`config.mk`:
```
export PLATFORM = sky130hd
export DESIGN_NAME = dsss_qpsk_mapper
export DESIGN_NICKNAME = d
export VERILOG_FILES = /design/src/rtl/dsss_qpsk_mapper.sv
export SDC_FILE = /design/constraint.sdc
export NUM_CORES = 1
export LEC_CHECK = 0
export ABC_CLOCK_PERIOD_IN_PS = 3750
export CAP_MARGIN = 15
export CORE_UTILIZATION = 55
export CTS_CLUSTER_SIZE = 28
export DETAILED_ROUTE_END_ITERATION = 12
export PLACE_DENSITY = 0.9
export SLEW_MARGIN = 20
export SYNTH_ARGS = -nofsm -noshare
export SYNTH_HDL_FRONTEND = slang
export SYNTH_SLANG_ARGS = --single-unit
```
`constraint.sdc`:
```
create_clock -name i_clk -period 3.75 [get_ports i_clk]
set_input_delay 0.375 -clock i_clk [delete_from_list [all_inputs] [get_ports i_clk]]
set_output_delay 0.375 -clock i_clk [all_outputs]
set_load 0.02 [all_outputs]
```
`src/rtl/dsss_qpsk_mapper.sv`:
```
// dsss_qpsk_mapper
//   Spreads each input word (MSB first) with a free-running 7-bit PN sequence.
//   Each data bit and two consecutive PN chips form one QPSK symbol
//   {I[15:0], Q[15:0]}. Symbols go into a small buffer, and one symbol is
//   released per output slot of DIVIDER clock cycles.
//
// Ports
//   i_clk           clock, rising edge
//   i_reset         asynchronous active-low reset
//   i_data          input word, SIZE_INPUT_BIT bits
//   i_valid_input   i_data valid
//   o_ready         block can take a word
//   o_data          output symbol {I, Q}, two's complement
//   o_valid_output  one-cycle strobe per output slot
//   o_underrun      one-cycle pulse when a slot carries the idle symbol (0)
//   o_fifo_level    current symbol buffer occupancy
//
// Handshake: a word transfers on a rising edge where i_valid_input and o_ready
// are both high. o_ready is registered and drops on the cycle after a transfer.
//
// Optional feature: define DSSS_QPSK_DIFF_EN to differentially encode each
// rail (tx = chip ^ previous tx) before mapping.
module dsss_qpsk_mapper #(
    parameter int                 SIZE_INPUT_BIT = 8,
    parameter int                 SPREAD         = 24,
    parameter int                 DIVIDER        = 120,
    parameter int                 FIFO_DEPTH     = 16,
    parameter logic signed [15:0] AMPLITUDE      = 16'sd8192,
    parameter logic [6:0]         PN_SEED        = 7'h7F
) (
    input  logic                          i_clk,
    input  logic                          i_reset,
    input  logic [SIZE_INPUT_BIT-1:0]     i_data,
    input  logic                          i_valid_input,
    output logic                          o_ready,
    output logic [31:0]                   o_data,
    output logic                          o_valid_output,
    output logic                          o_underrun,
    output logic [$clog2(FIFO_DEPTH):0]   o_fifo_level
);

    localparam int SYM_PER_BIT = SPREAD / 2;
    localparam int LW = $clog2(FIFO_DEPTH);
    localparam int BW = (SIZE_INPUT_BIT > 1) ? $clog2(SIZE_INPUT_BIT) : 1;
    localparam int CW = (SYM_PER_BIT > 1) ? $clog2(SYM_PER_BIT) : 1;
    localparam int DW = $clog2(DIVIDER);

    localparam logic [BW-1:0] LAST_BIT  = BW'(SIZE_INPUT_BIT - 1);
    localparam logic [CW-1:0] LAST_SYM  = CW'(SYM_PER_BIT - 1);
    localparam logic [DW-1:0] LAST_SLOT = DW'(DIVIDER - 1);
    localparam logic [LW:0]   FULL_LVL  = (LW + 1)'(FIFO_DEPTH);

    localparam logic signed [15:0] POS_LVL = AMPLITUDE;
    localparam logic signed [15:0] NEG_LVL = -AMPLITUDE;

    typedef enum logic {IDLE, SPREADING} state_t;

    // Exposed for checkers and debug.
    state_t                    state;
    logic [SIZE_INPUT_BIT-1:0] shreg;
    logic [BW-1:0]             bit_cnt;
    logic [CW-1:0]             sym_cnt;
    logic [6:0]                lfsr;
    logic [DW-1:0]             slot_cnt;
    logic [31:0]               mem [FIFO_DEPTH];
    logic [LW-1:0]             wr_ptr;
    logic [LW-1:0]             rd_ptr;
    logic [LW:0]               level;
    logic                      started;

    logic        full;
    logic        empty;
    logic        slot;
    logic        wr_en;
    logic        pop;
    logic        data_bit;
    logic        chip_i;
    logic        chip_q;
    logic        tx_i;
    logic        tx_q;
    logic [6:0]  lfsr_next2;
    logic [31:0] sym;

    assign full     = (level == FULL_LVL);
    assign empty    = (level == '0);
    assign slot     = (slot_cnt == LAST_SLOT);
    assign wr_en    = (state == SPREADING) && !full;
    assign pop      = slot && !empty;
    assign data_bit = shreg[SIZE_INPUT_BIT-1];

    // c0 is the current chip (lfsr[6]); c1 is the chip after one step, which
    // is lfsr[5]. Two steps are taken per symbol.
    assign chip_i     = data_bit ^ lfsr[6];
    assign chip_q     = data_bit ^ lfsr[5];
    assign lfsr_next2 = {lfsr[4:0], lfsr[6] ^ lfsr[5], lfsr[5] ^ lfsr[4]};

`ifdef DSSS_QPSK_DIFF_EN
    logic prev_i;
    logic prev_q;

    assign tx_i = chip_i ^ prev_i;
    assign tx_q = chip_q ^ prev_q;

    always_ff @(posedge i_clk or negedge i_reset) begin
        if (!i_reset) begin
            prev_i <= 1'b0;
            prev_q <= 1'b0;
        end else if (wr_en) begin
            prev_i <= tx_i;
            prev_q <= tx_q;
        end
    end
`else
    assign tx_i = chip_i;
    assign tx_q = chip_q;
`endif

    assign sym = {(tx_i ? NEG_LVL : POS_LVL), (tx_q ? NEG_LVL : POS_LVL)};

    // Word FSM: IDLE accepts a word, SPREADING emits one symbol per cycle
    // unless the buffer is full.
    always_ff @(posedge i_clk or negedge i_reset) begin
        if (!i_reset) begin
            state   <= IDLE;
            o_ready <= 1'b0;
            shreg   <= '0;
            bit_cnt <= '0;
            sym_cnt <= '0;
            lfsr    <= PN_SEED;
        end else begin
            case (state)
                IDLE: begin
                    o_ready <= 1'b1;
                    if (i_valid_input && o_ready) begin
                        shreg   <= i_data;
                        bit_cnt <= '0;
                        sym_cnt <= '0;
                        state   <= SPREADING;
                        o_ready <= 1'b0;
                    end
                end
                SPREADING: begin
                    if (!full) begin
                        lfsr <= lfsr_next2;
                        if (sym_cnt == LAST_SYM) begin
                            sym_cnt <= '0;
                            shreg   <= shreg << 1;
                            bit_cnt <= bit_cnt + 1'b1;
                            if (bit_cnt == LAST_BIT) begin
                                state   <= IDLE;
                                o_ready <= 1'b1;
                            end
                        end else begin
                            sym_cnt <= sym_cnt + 1'b1;
                        end
                    end
                end
                default: begin
                    state   <= IDLE;
                    o_ready <= 1'b0;
                end
            endcase
        end
    end

    // Buffer storage holds data only; validity is tracked by the pointers.
    always_ff @(posedge i_clk) begin
        if (wr_en) begin
            mem[wr_ptr] <= sym;
        end
    end

    always_ff @(posedge i_clk or negedge i_reset) begin
        if (!i_reset) begin
            wr_ptr         <= '0;
            rd_ptr         <= '0;
            level          <= '0;
            slot_cnt       <= '0;
            started        <= 1'b0;
            o_data         <= '0;
            o_valid_output <= 1'b0;
            o_underrun     <= 1'b0;
        end else begin
            slot_cnt       <= slot ? '0 : slot_cnt + 1'b1;
            o_valid_output <= 1'b0;
            o_underrun     <= 1'b0;

            if (wr_en) begin
                wr_ptr <= wr_ptr + 1'b1;
            end

            case ({wr_en, pop})
                2'b10:   level <= level + 1'b1;
                2'b01:   level <= level - 1'b1;
                default: level <= level;
            endcase

            if (slot) begin
                if (!empty) begin
                    o_data         <= mem[rd_ptr];
                    rd_ptr         <= rd_ptr + 1'b1;
                    o_valid_output <= 1'b1;
                    started        <= 1'b1;
                end else if (started) begin
                    // Idle symbol only once real traffic has begun.
                    o_data         <= '0;
                    o_valid_output <= 1'b1;
                    o_underrun     <= 1'b1;
                end
            end
        end
    end

    assign o_fifo_level = level;

endmodule

```
==> results of run 1 <==
state kept, by name, indices dropped and copies added (netlist names):
register / cells
o_data: 3
started: 1
bit_cnt: 3
rd_ptr: 4
o_valid_output: 1
lfsr: 7
mem: 32
o_underrun: 1
o_fifo_level: 5
wr_ptr: 4
state: 1
sym_cnt: 4
shreg: 8
o_ready: 1
slot_cnt: 7
report_power, final:
group	switching [mW]	internal (mW)
Combinational	0.0402	0.0136
Clock	0.304	0.297
Sequential	0.00212	0.935
routing by layer:
layer,global-route usage (%),vias to the layer above,routed length (um)
met4,8.18,0,136
met5,0,-,0
met1,22.6,1132,2720
met3,4.64,14,260
li1,-,1081,-
met2,31.3,65,3030
stage by stage:
step / instances / total power, mW / utilization (%)
6_report: 434 / 1.59 / 63.3
5_1_grt: 434 / 1.64 / 63.3
4_1_cts: 434 / 1.60 / 63.1
3_5_place_dp: 418 / 1.01 / 60.3
3_3_place_gp: 418 / 1.01 / 60.3
2_1_floorplan: 340 / 1.01 / -
cell type report:
| class | instances | area, um2 |
|---|---|---|
| Fill cell | 518 | 2520 |
| Inverter | 13 | 51.3 |
| Clock buffer | 12 | 166 |
| Clock inverter | 4 | 23.8 |
| Timing Repair Buffer | 26 | 253 |
| Sequential cell | 82 | 2220 |
| Tap cell | 96 | 120 |
| Multi-Input combinational cell | 201 | 1510 |
layout by cell type (no fill, tap or decap), drive strengths merged, types with 10 or more instances in the layout:
master | netlist | routed
clkdlybuf4s50 | 0 | 23
xnor2 | 11 | 11
nand2 | 20 | 20
mux2 | 21 | 21
inv | 13 | 13
nor3 | 10 | 10
clkbuf | 8 | 12
edfxtp | 32 | 32
nor2 | 20 | 20
dfrtp | 43 | 43
conb | 1 | 26
ha | 12 | 12
how the worst min path moves through the flow:
stage,start,to,slack [ns]
after floorplan,i_reset,bit_cnt[0]$_DFFE_PN0P_,0.08
after global placement,slot_cnt[0]$_DFF_PN0_,slot_cnt[0]$_DFF_PN0_,0.45
after detailed placement,started$_DFFE_PN0P_,started$_DFFE_PN0P_,0.45
after CTS,i_reset,shreg[3]$_DFFE_PN0P_,0.25
after global routing,i_reset,slot_cnt[5]$_DFF_PN0_,0.08
final,i_reset,slot_cnt[5]$_DFF_PN0_,0.03
logic make-up after synthesis:
group                      share of synthesized area, %
muxes                                              11.5
adders and majority gates                          3.78
xor gates and xnor gates                           4.41
AOI/OAI and AO/OA                                  6.46
DFF                                                56.0
buffers and inverters                              8.54
other                                            0.0945
and+or+nand+nor                                    9.24
==> results by group, run 1 <==
Run status
  • Outcome: finished, final reports clean

Clock network
  • Post-CTS Setup Inserts: 0
  • CTS Hold Bufs: 0
  • Root Driver: clkbuf_8
  • H-tree depth reported by CTS: 3
  • Clock Pin Slew Worst Setup and Hold Paths: 0.08 ns
  • Clk Latency, worst-skew pair: 0.35 ns
  • Total CTS buffers: 9
  • CTS resizes: 0
  • Clock Sinks: 82
  • CTS tree: yes
  • Max clock buf depth: 2

STA
  • Final setup violation count: 0
  • Clk_skew: 0.0120 ns
  • Final hold violation count: 0
  • Post-route minimum period: 3.05 ns
  • Slew HR: 32.4%
  • Final Slew Violations: 0
  • Max Fclk: 0.328 GHz
  • Min Hold Slack: 0.0263 ns
  • Period utilization: 81.3%
  • Worst setup margin: 0.701 ns
  • TNS Setup: 0 ns
  • RSZ-0062 raised after global routing: no
  • Worst slew pin tran: 1.01 ns

Route
  • Vias/cell: 5.28
  • Post-DRT Antenna Nets: 0
  • Pre-antenna DRT Iters: 4
  • Via count: 2292
  • WL per Instance: 14.2 um
  • WL final: 6.15 mm
  • Drc violations: 0
  • Initial DRC count: 145

Floorplanning
  • I/O pin cnt: 51
  • Starting Density: 57.8%
  • Rows: 30
  • Die area: 7560 um2
  • Die H: 86.9 um
  • Die Wd: 86.9 um
  • Core area: 6870 um2

Synthesis
  • Flops & latches, synth: 82
  • Async SR Flop Fraction: 61.0%
  • Post-synth design cell area: 3970 um2
  • Post-synth top cells: 43 x dfrtp_1, 32 x edfxtp_1, 29 x buf_4
  • Yosys warning count: 0
  • Largest cells by area after synthesis: dfrtp_1 27%, edfxtp_1 24%, mux2_2 6.0%
  • Synth Flop Type: dfrtp_1
  • Top-area cell type share of the netlist area: 27.1%
  • Mean Syn Cell Area: 12.6 um2
  • Synth Instances: 315
  • Yosys cell types: 47
  • Cell taking the most area after synthesis: dfrtp_1
  • Number of synthesized flops with an enable pin: 32
  • Post-synthesis sequential area ratio: 56.0%
  • Top-count cell post-synth: dfrtp_1

Flow run
  • Max_cap viols: 0

Pwr
  • Leakage: 1.77 nW
  • Worst VDD drop: 0.214 mV
  • PD cells: 366 nW/um2

Worst setup path
  • Critical path's most frequent cell: xor2_1
  • Worst path bufs/invs: 1
  • CP cell instances: or4_1, o2111ai_4, inv_4, ha_1, xor2_1, ha_1, a21oi_1, xor2_1, nor2_1, xor2_1
  • Critical path capture point type: register
  • Crit path DAT: 3.28 ns
  • Setup crit start: o_fifo_level[2]$_DFFE_PN0P_
  • CP Launch Type: register
  • WS Path Type: reg2reg
  • R2R Setup Slk: 0.70 ns
  • Reg2reg end: o_fifo_level[2]$_DFFE_PN0P_
  • CP max stage cell: or4_1
  • Crit-path max cell delay: 0.70 ns
  • Worst-path fanout max: 9
  • R2R depth: 10
  • Worst Path Required: 3.98 ns
  • Worst setup path endpoint: o_fifo_level[2]$_DFFE_PN0P_
  • Critical Path Stages: 10
  • FF-to-FF Start: o_fifo_level[2]$_DFFE_PN0P_
  • Worst path top cell family by delay: simple AND/OR/NAND/NOR gates

Global routing
  • Largest net degree at the start of global routing: 51
  • Global-route wire length before repair: 10.6 mm
  • Congestion Overflow GR: 0
  • Vias in the first global route: 2274
  • Number of antenna violations at the first check in global routing: 0
  • Total track usage: 18.6%

Min path
  • HP Class: in2async

Placed design
  • Placed cell area: 4150 um2
  • Final HPWL from detailed placement: 4.28 mm
  • DP Worst Slack: 0.734 ns
  • IO buf count: 24
  • GPL Wtd Cong: 0.759

Finish
  • Layout cell share with drive strength beyond 1: 17.8%
  • # nets final: 356
  • N_diodes: 0
  • Final Cell Area: 4350 um2
  • Area Overhead vs Synth: 9.49%
No activity file was read; power rests on OpenSTA's default activity.
==> inputs of run 2 (changes only) <==
--- a/config.mk
+++ b/config.mk
@@ -5,7 +5,7 @@
 export SDC_FILE = /design/constraint.sdc
 export NUM_CORES = 1
 export LEC_CHECK = 0
-export ABC_CLOCK_PERIOD_IN_PS = 3750
+export ABC_CLOCK_PERIOD_IN_PS = 3100
 export CAP_MARGIN = 15
 export CORE_UTILIZATION = 55
 export CTS_CLUSTER_SIZE = 28
==> constraint.sdc (replaced) <==
create_clock -name i_clk -period 3.1 [get_ports i_clk]
set_input_delay 0.31 -clock i_clk [delete_from_list [all_inputs] [get_ports i_clk]]
set_output_delay 0.31 -clock i_clk [all_outputs]
set_load 0.02 [all_outputs]
==> results by group, run 2 (synthesis gave the netlist of run 1 again) <==
Floorplanning
  • Core area: 6870 um2 (unchanged)
  • I/O pin cnt: 51 (unchanged)
  • Rows: 30 (unchanged)
  • Die area: 7560 um2 (unchanged)
  • Die Wd: 86.9 um (unchanged)
  • Die H: 86.9 um (unchanged)
  • Starting Density: 57.8% (unchanged)

Route
  • Pre-antenna DRT Iters: 4 (unchanged)
  • Post-DRT Antenna Nets: 0 (unchanged)
  • Initial DRC count: 189 (was 145)
  • Vias/cell: 5.34 (was 5.28)
  • WL per Instance: 14.4 um (was 14.2 um)
  • WL final: 6.25 mm (was 6.15 mm)
  • Drc violations: 0 (unchanged)
  • Via count: 2321 (was 2292)

Min path
  • HP Class: in2async (unchanged)

Finish
  • Area Overhead vs Synth: 9.90% (was 9.49%)
  • Most frequent cells in the layout: 43 x dfrtp_1, 32 x edfxtp_1, 26 x conb_1 (unchanged)
  • Finished Layout Cells: 435 (was 434)
  • Top reg by flops: mem (unchanged)
  • Filler cell count: 512 (was 518)
  • Top Registers: mem x32, shreg x8 (unchanged)
  • Most common cell after layout, fill and taps aside: dfrtp_1 (unchanged)
  • Post-layout util: 63.5% (was 63.3%)
  • N_diodes: 0 (unchanged)
  • Final Cell Area: 4360 um2 (was 4350 um2)
  • Max reg flops: 32 (unchanged)
  • Layout cell share with drive strength beyond 1: 17.7% (was 17.8%)
  • Multi-input gate area: 1500 um2 (was 1510 um2)
  • Register area: 2220 um2 (unchanged)
  • # nets final: 357 (was 356)

Clock network
  • CTS resizes: 0 (unchanged)
  • Clk Latency, worst-skew pair: 0.36 ns (was 0.35 ns)
  • Clock Pin Slew Worst Setup and Hold Paths: 0.08 ns (about the same)
  • Max clock buf depth: 2 (unchanged)
  • Root Driver: clkbuf_8 (unchanged)
  • Post-CTS Setup Inserts: 0 (unchanged)
  • H-tree depth reported by CTS: 3 (unchanged)
  • CTS tree: yes (unchanged)
  • CTS Hold Bufs: 0 (unchanged)
  • Clock Sinks: 82 (unchanged)
  • Total CTS buffers: 9 (unchanged)

Global routing
  • Largest net degree at the start of global routing: 51 (unchanged)
  • Global-route wire length before repair: 10.5 mm (was 10.6 mm)
  • Number of antenna violations at the first check in global routing: 0 (unchanged)
  • Congestion Overflow GR: 0 (unchanged)
  • Met3 GRT Util: 3.89% (was 4.64%)
  • Busiest grt layer: met2 (unchanged)
  • GR met1 Demand/Resource: 22.8% (was 22.6%)
  • M2 GR Usage: 31.0% (was 31.3%)
  • Vias in the first global route: 2232 (was 2274)
  • Total track usage: 18.6% (about the same)

STA
  • Final setup violation count: 0 (unchanged)
  • Period utilization: 93.4% (was 81.3%)
  • Worst setup margin: 0.206 ns (was 0.701 ns)
  • Worst slew pin tran: 1.07 ns (was 1.01 ns)
  • Max Fclk: 0.346 GHz (was 0.328 GHz)
  • Min Hold Slack: -0.0310 ns (was 0.0263 ns)
  • Slew HR: 28.7% (was 32.4%)
  • Clk_skew: 0.0156 ns (was 0.0120 ns)
  • RSZ-0062 raised after global routing: no (unchanged)
  • TNS Setup: 0 ns (unchanged)
  • Final Slew Violations: 0 (unchanged)
  • Post-route minimum period: 2.89 ns (was 3.05 ns)
  • Final hold violation count: 42 (was 0)

Worst setup path
  • CP cell instances: or4_1, o2111ai_4, inv_4, ha_1, xor2_1, ha_1, a21oi_1, xor2_1, nor2_1, xor2_1 (unchanged)
  • R2R depth: 10 (unchanged)
  • Crit-path max cell delay: 0.69 ns (was 0.70 ns)
  • CP Launch Type: register (unchanged)
  • Critical path capture point type: register (unchanged)
  • Critical Path Stages: 10 (unchanged)
  • Crit path DAT: 3.12 ns (was 3.28 ns)
  • Worst-path fanout max: 9 (unchanged)
  • Critical path's most frequent cell: xor2_1 (unchanged)
  • Worst path bufs/invs: 1 (unchanged)
  • Worst Path Required: 3.33 ns (was 3.98 ns)
  • WS Path Type: reg2reg (unchanged)
  • CP max stage cell: or4_1 (unchanged)
  • Worst path top cell family by delay: simple AND/OR/NAND/NOR gates (unchanged)

Run status
  • Failing checks: negative hold slack
  • Outcome: complete, but fails checks (was finished, final reports clean)

Pwr
  • Leakage: 1.78 nW (was 1.77 nW)
  • Worst VDD drop: 0.319 mV (was 0.214 mV)
  • PD cells: 451 nW/um2 (was 366 nW/um2)
  • Total power: 1.97 mW (was 1.59 mW)

Placed design
  • Final HPWL from detailed placement: 4.47 mm (was 4.28 mm)
  • GPL Wtd Cong: 0.780 (was 0.759)
  • Placed Cells: 419 (was 418)
  • DP Worst Slack: 0.246 ns (was 0.734 ns)
  • IO buf count: 24 (unchanged)
  • Placed cell area: 4150 um2 (about the same)

Flow run
  • Max_cap viols: 0 (unchanged)
run 2: changes by cell type in the layout (fill, tap and decap cells not counted), sizes merged:
cell	previous run	this run
clkinv	4	1
inv	13	15
clkinvlp	0	1
buf	3	4
run 2: power by group:
group          total, mW  internal [mW]  switching (mW)  leakage, nW
registers           1.13           1.13         0.00253        0.896
clock network      0.769          0.391           0.378        0.104
logic             0.0649         0.0163          0.0486        0.776
run 2: worst register-to-register path, stage by stage (launching register included):
cell and delay, ns:
dfrtp_1 0.48, or4_1 0.69, o2111ai_4 0.28, inv_4 0.08, ha_1 0.29, xor2_1 0.20, ha_1 0.23, a21oi_1 0.15
xor2_1 0.17, nor2_1 0.06, xor2_1 0.14
run 2: final timing paths:
kind	start	to	slack [ns]
min in group i_clk	slot_cnt[0]$_DFF_PN0_	slot_cnt[0]$_DFF_PN0_	0.46
max in group asynchronous	i_reset	wr_ptr[3]$_DFFE_PN0P_	2.70
worst max register to register	o_fifo_level[2]$_DFFE_PN0P_	o_fifo_level[2]$_DFFE_PN0P_	0.21
worst min-delay path	i_reset	slot_cnt[4]$_DFF_PN0_	-0.03
worst min register to register	slot_cnt[0]$_DFF_PN0_	slot_cnt[0]$_DFF_PN0_	0.46
worst max-delay path	o_fifo_level[2]$_DFFE_PN0P_	o_fifo_level[2]$_DFFE_PN0P_	0.21
run 2: cell type report:
class / instances / share of cell area (%)
Sequential cell: 82 / 50.9
Timing Repair Buffer: 27 / 5.97
Inverter: 13 / 1.18
Tap cell: 96 / 2.75
Clock buffer: 12 / 4.07
Multi-Input combinational cell: 201 / 34.5
Clock inverter: 4 / 0.660
run 2: per-layer routing:
layer	wire length, um	vias up	share of wire, %
met1	2690	1149	43
met2	3200	63	51
met3	224	13	3.6
met4	138	0	2.2
li1	-	1096	-
met5	0	-	0
==> inputs of run 3 (changes only) <==
--- a/config.mk
+++ b/config.mk
@@ -5,12 +5,12 @@
 export SDC_FILE = /design/constraint.sdc
 export NUM_CORES = 1
 export LEC_CHECK = 0
-export ABC_CLOCK_PERIOD_IN_PS = 3100
+export ABC_CLOCK_PERIOD_IN_PS = 2600
 export CAP_MARGIN = 15
-export CORE_UTILIZATION = 55
+export CORE_UTILIZATION = 50
 export CTS_CLUSTER_SIZE = 28
 export DETAILED_ROUTE_END_ITERATION = 12
-export PLACE_DENSITY = 0.9
+export PLACE_DENSITY = 0.87
 export SLEW_MARGIN = 20
 export SYNTH_ARGS = -nofsm -noshare
 export SYNTH_HDL_FRONTEND = slang
==> constraint.sdc (replaced) <==
create_clock -name i_clk -period 2.6 [get_ports i_clk]
set_input_delay 0.26 -clock i_clk [delete_from_list [all_inputs] [get_ports i_clk]]
set_output_delay 0.26 -clock i_clk [all_outputs]
set_load 0.02 [all_outputs]
==> results by group, run 3 (synthesis gave the netlist of run 1 again) <==
Run status
  • Outcome: finished, final reports clean (was complete, but fails checks)

Global routing
  • Largest net degree at the start of global routing: 24 (was 51)
  • Congestion Overflow GR: 0 (unchanged)
  • Number of antenna violations at the first check in global routing: 0 (unchanged)
  • Total track usage: 17.0% (was 18.6%)
  • Global-route wire length before repair: 10.9 mm (was 10.5 mm)
  • Vias in the first global route: 2295 (was 2232)

Placed design
  • Placed cell area: 4240 um2 (was 4150 um2)
  • IO buf count: 24 (unchanged)
  • GPL Wtd Cong: 0.787 (was 0.780)
  • Final HPWL from detailed placement: 4.39 mm (was 4.47 mm)
  • DP Worst Slack: 0.0848 ns (was 0.246 ns)

Floorplanning
  • Core area: 7690 um2 (was 6870 um2)
  • Starting Density: 51.6% (was 57.8%)
  • Die Wd: 91.1 um (was 86.9 um)
  • Die area: 8300 um2 (was 7560 um2)
  • Die H: 91.1 um (was 86.9 um)
  • Rows: 32 (was 30)
  • I/O pin cnt: 51 (unchanged)

Route
  • Vias/cell: 5.21 (was 5.34)
  • Drc violations: 0 (unchanged)
  • Initial DRC count: 159 (was 189)
  • Via count: 2345 (was 2321)
  • Pre-antenna DRT Iters: 4 (unchanged)
  • Post-DRT Antenna Nets: 0 (unchanged)
  • WL per Instance: 13.6 um (was 14.4 um)
  • WL final: 6.14 mm (was 6.25 mm)

STA
  • Slew HR: 47.6% (was 28.7%)
  • Final hold violation count: 0 (was 42)
  • Post-route minimum period: 2.50 ns (was 2.89 ns)
  • Clk_skew: 0.0109 ns (was 0.0156 ns)
  • Final setup violation count: 0 (unchanged)
  • Min Hold Slack: 0.428 ns (was -0.0310 ns)
  • Final Slew Violations: 0 (unchanged)
  • RSZ-0062 raised after global routing: no (unchanged)
  • Max Fclk: 0.400 GHz (was 0.346 GHz)
  • Period utilization: 96.2% (was 93.4%)
  • Worst slew pin tran: 0.787 ns (was 1.07 ns)
  • Worst setup margin: 0.0983 ns (was 0.206 ns)
  • TNS Setup: 0 ns (unchanged)

Min path
  • HP Class: in2async (unchanged)

Clock network
  • CTS tree: yes (unchanged)
  • Root Driver: clkbuf_8 (unchanged)
  • Post-CTS Setup Inserts: 0 (unchanged)
  • Clock Sinks: 82 (unchanged)
  • CTS resizes: 0 (unchanged)
  • Total CTS buffers: 9 (unchanged)
  • Clock Pin Slew Worst Setup and Hold Paths: 0.08 ns (about the same)
  • H-tree depth reported by CTS: 3 (unchanged)
  • Max clock buf depth: 2 (unchanged)
  • Clk Latency, worst-skew pair: 0.34 ns (was 0.36 ns)

Finish
  • Max reg flops: 32 (unchanged)
  • # nets final: 366 (was 357)
  • Area Overhead vs Synth: 12.9% (was 9.90%)
  • Most common cell after layout, fill and taps aside: dfrtp_1 (unchanged)
  • N_diodes: 0 (unchanged)
  • Top reg by flops: mem (unchanged)
  • Most frequent cells in the layout: 41 x dfrtp_1, 32 x edfxtp_1, 26 x conb_1 (was 43 x dfrtp_1, 32 x edfxtp_1, 26 x conb_1)
  • Layout cell share with drive strength beyond 1: 20.7% (was 17.7%)
  • Final Cell Area: 4480 um2 (was 4360 um2)
  • Post-layout util: 58.3% (was 63.5%)
  • Top Registers: mem x32, shreg x8 (unchanged)

Flow run
  • Max_cap viols: 0 (unchanged)

Worst setup path
  • WS Path Type: reg2reg (unchanged)
  • Critical path capture point type: register (unchanged)
  • Worst Path Required: 2.87 ns (was 3.33 ns)
  • R2R depth: 10 (unchanged)
  • CP Launch Type: register (unchanged)
  • Worst path top cell family by delay: simple AND/OR/NAND/NOR gates (unchanged)
  • Crit path DAT: 2.77 ns (was 3.12 ns)
  • Worst-path fanout max: 7 (was 9)
  • Crit-path max cell delay: 0.58 ns (was 0.69 ns)
  • CP cell instances: or4_4, o2111ai_4, inv_4, ha_4, xor2_1, ha_2, a21o_1, a21oi_1, nor3_1, xnor2_1 (was or4_1, o2111ai_4, inv_4, ha_1, xor2_1, ha_1, a21oi_1, xor2_1, nor2_1, xor2_1)
  • CP max stage cell: or4_4 (was or4_1)
  • Critical Path Stages: 10 (unchanged)
  • Worst path bufs/invs: 1 (unchanged)

Pwr
  • Leakage: 1.82 nW (was 1.78 nW)
  • PD cells: 543 nW/um2 (was 451 nW/um2)
  • Worst VDD drop: 0.414 mV (was 0.319 mV)
[run 3: path summary, 6_finish.rpt]
| path | start | to | slack [ns] |
|---|---|---|---|
| max | o_fifo_level[3]$_DFFE_PN0P_ | o_fifo_level[4]$_DFFE_PN0P_ | 0.1 |
| min in group i_clk | slot_cnt[0]$_DFF_PN0_ | slot_cnt[0]$_DFF_PN0_ | 0.46 |
| max reg2reg | o_fifo_level[3]$_DFFE_PN0P_ | o_fifo_level[4]$_DFFE_PN0P_ | 0.1 |
| max in group asynchronous | i_reset | lfsr[0]$_DFFE_PN1P_ | 1.51 |
| min | i_reset | sym_cnt[3]$_DFFE_PN0P_ | 0.43 |
| min reg2reg | slot_cnt[0]$_DFF_PN0_ | slot_cnt[0]$_DFF_PN0_ | 0.46 |
[run 3: area by class of cell]
type                       instances  area [um2]
clock buffer                      15         198
clock inverter                     1        30.0
fill                             601        3210
inverter                          13        51.3
multi-input combinational        201        1520
sequential                        82        2220
tap                              102         128
timing repair buffer              36         328
[run 3: stage by stage]
stage                     power (mW)  instances
final                           2.43        450
after global placement          1.46        433
after detailed placement        1.46        433
after floorplan                 1.45        340
after global routing            2.53        450
after CTS                       2.46        450
[run 3: layer usage]
| layer | share of wire (%) | wire, um | vias to the layer above | GRT usage, % |
|---|---|---|---|---|
| li1 | - | - | 1110 | - |
| met1 | 45 | 2760 | 1165 | 21.6 |
| met2 | 50 | 3040 | 59 | 27.7 |
| met3 | 3.3 | 205 | 11 | 3.77 |
| met4 | 2.2 | 132 | 0 | 8.33 |
| met5 | 0 | 0 | - | 0 |
[run 3: what timing repair did]
action,4_1_cts,5_1_grt
hold endpoints to repair,20,0
endpoints found under the setup margin,0,1
hold buffers,1,0
[run 3: worst register-to-register path, delay by kind of cell, from the launching register on]
kind / cells / cell delay [ns]
compound gates: 3 / 0.40
flops: 1 / 0.40
simple gates: 2 / 0.82
buf+inv: 1 / 0.09
xor+xnor: 2 / 0.31
fa+ha+maj: 2 / 0.41
[run 3: power by group]
part           switching [mW]  leakage [nW]  internal (mW)
Sequential            0.00287         0.892           1.35
Clock                   0.417         0.115          0.582
Combinational          0.0594         0.817         0.0239
Total                   0.479          1.82           1.96
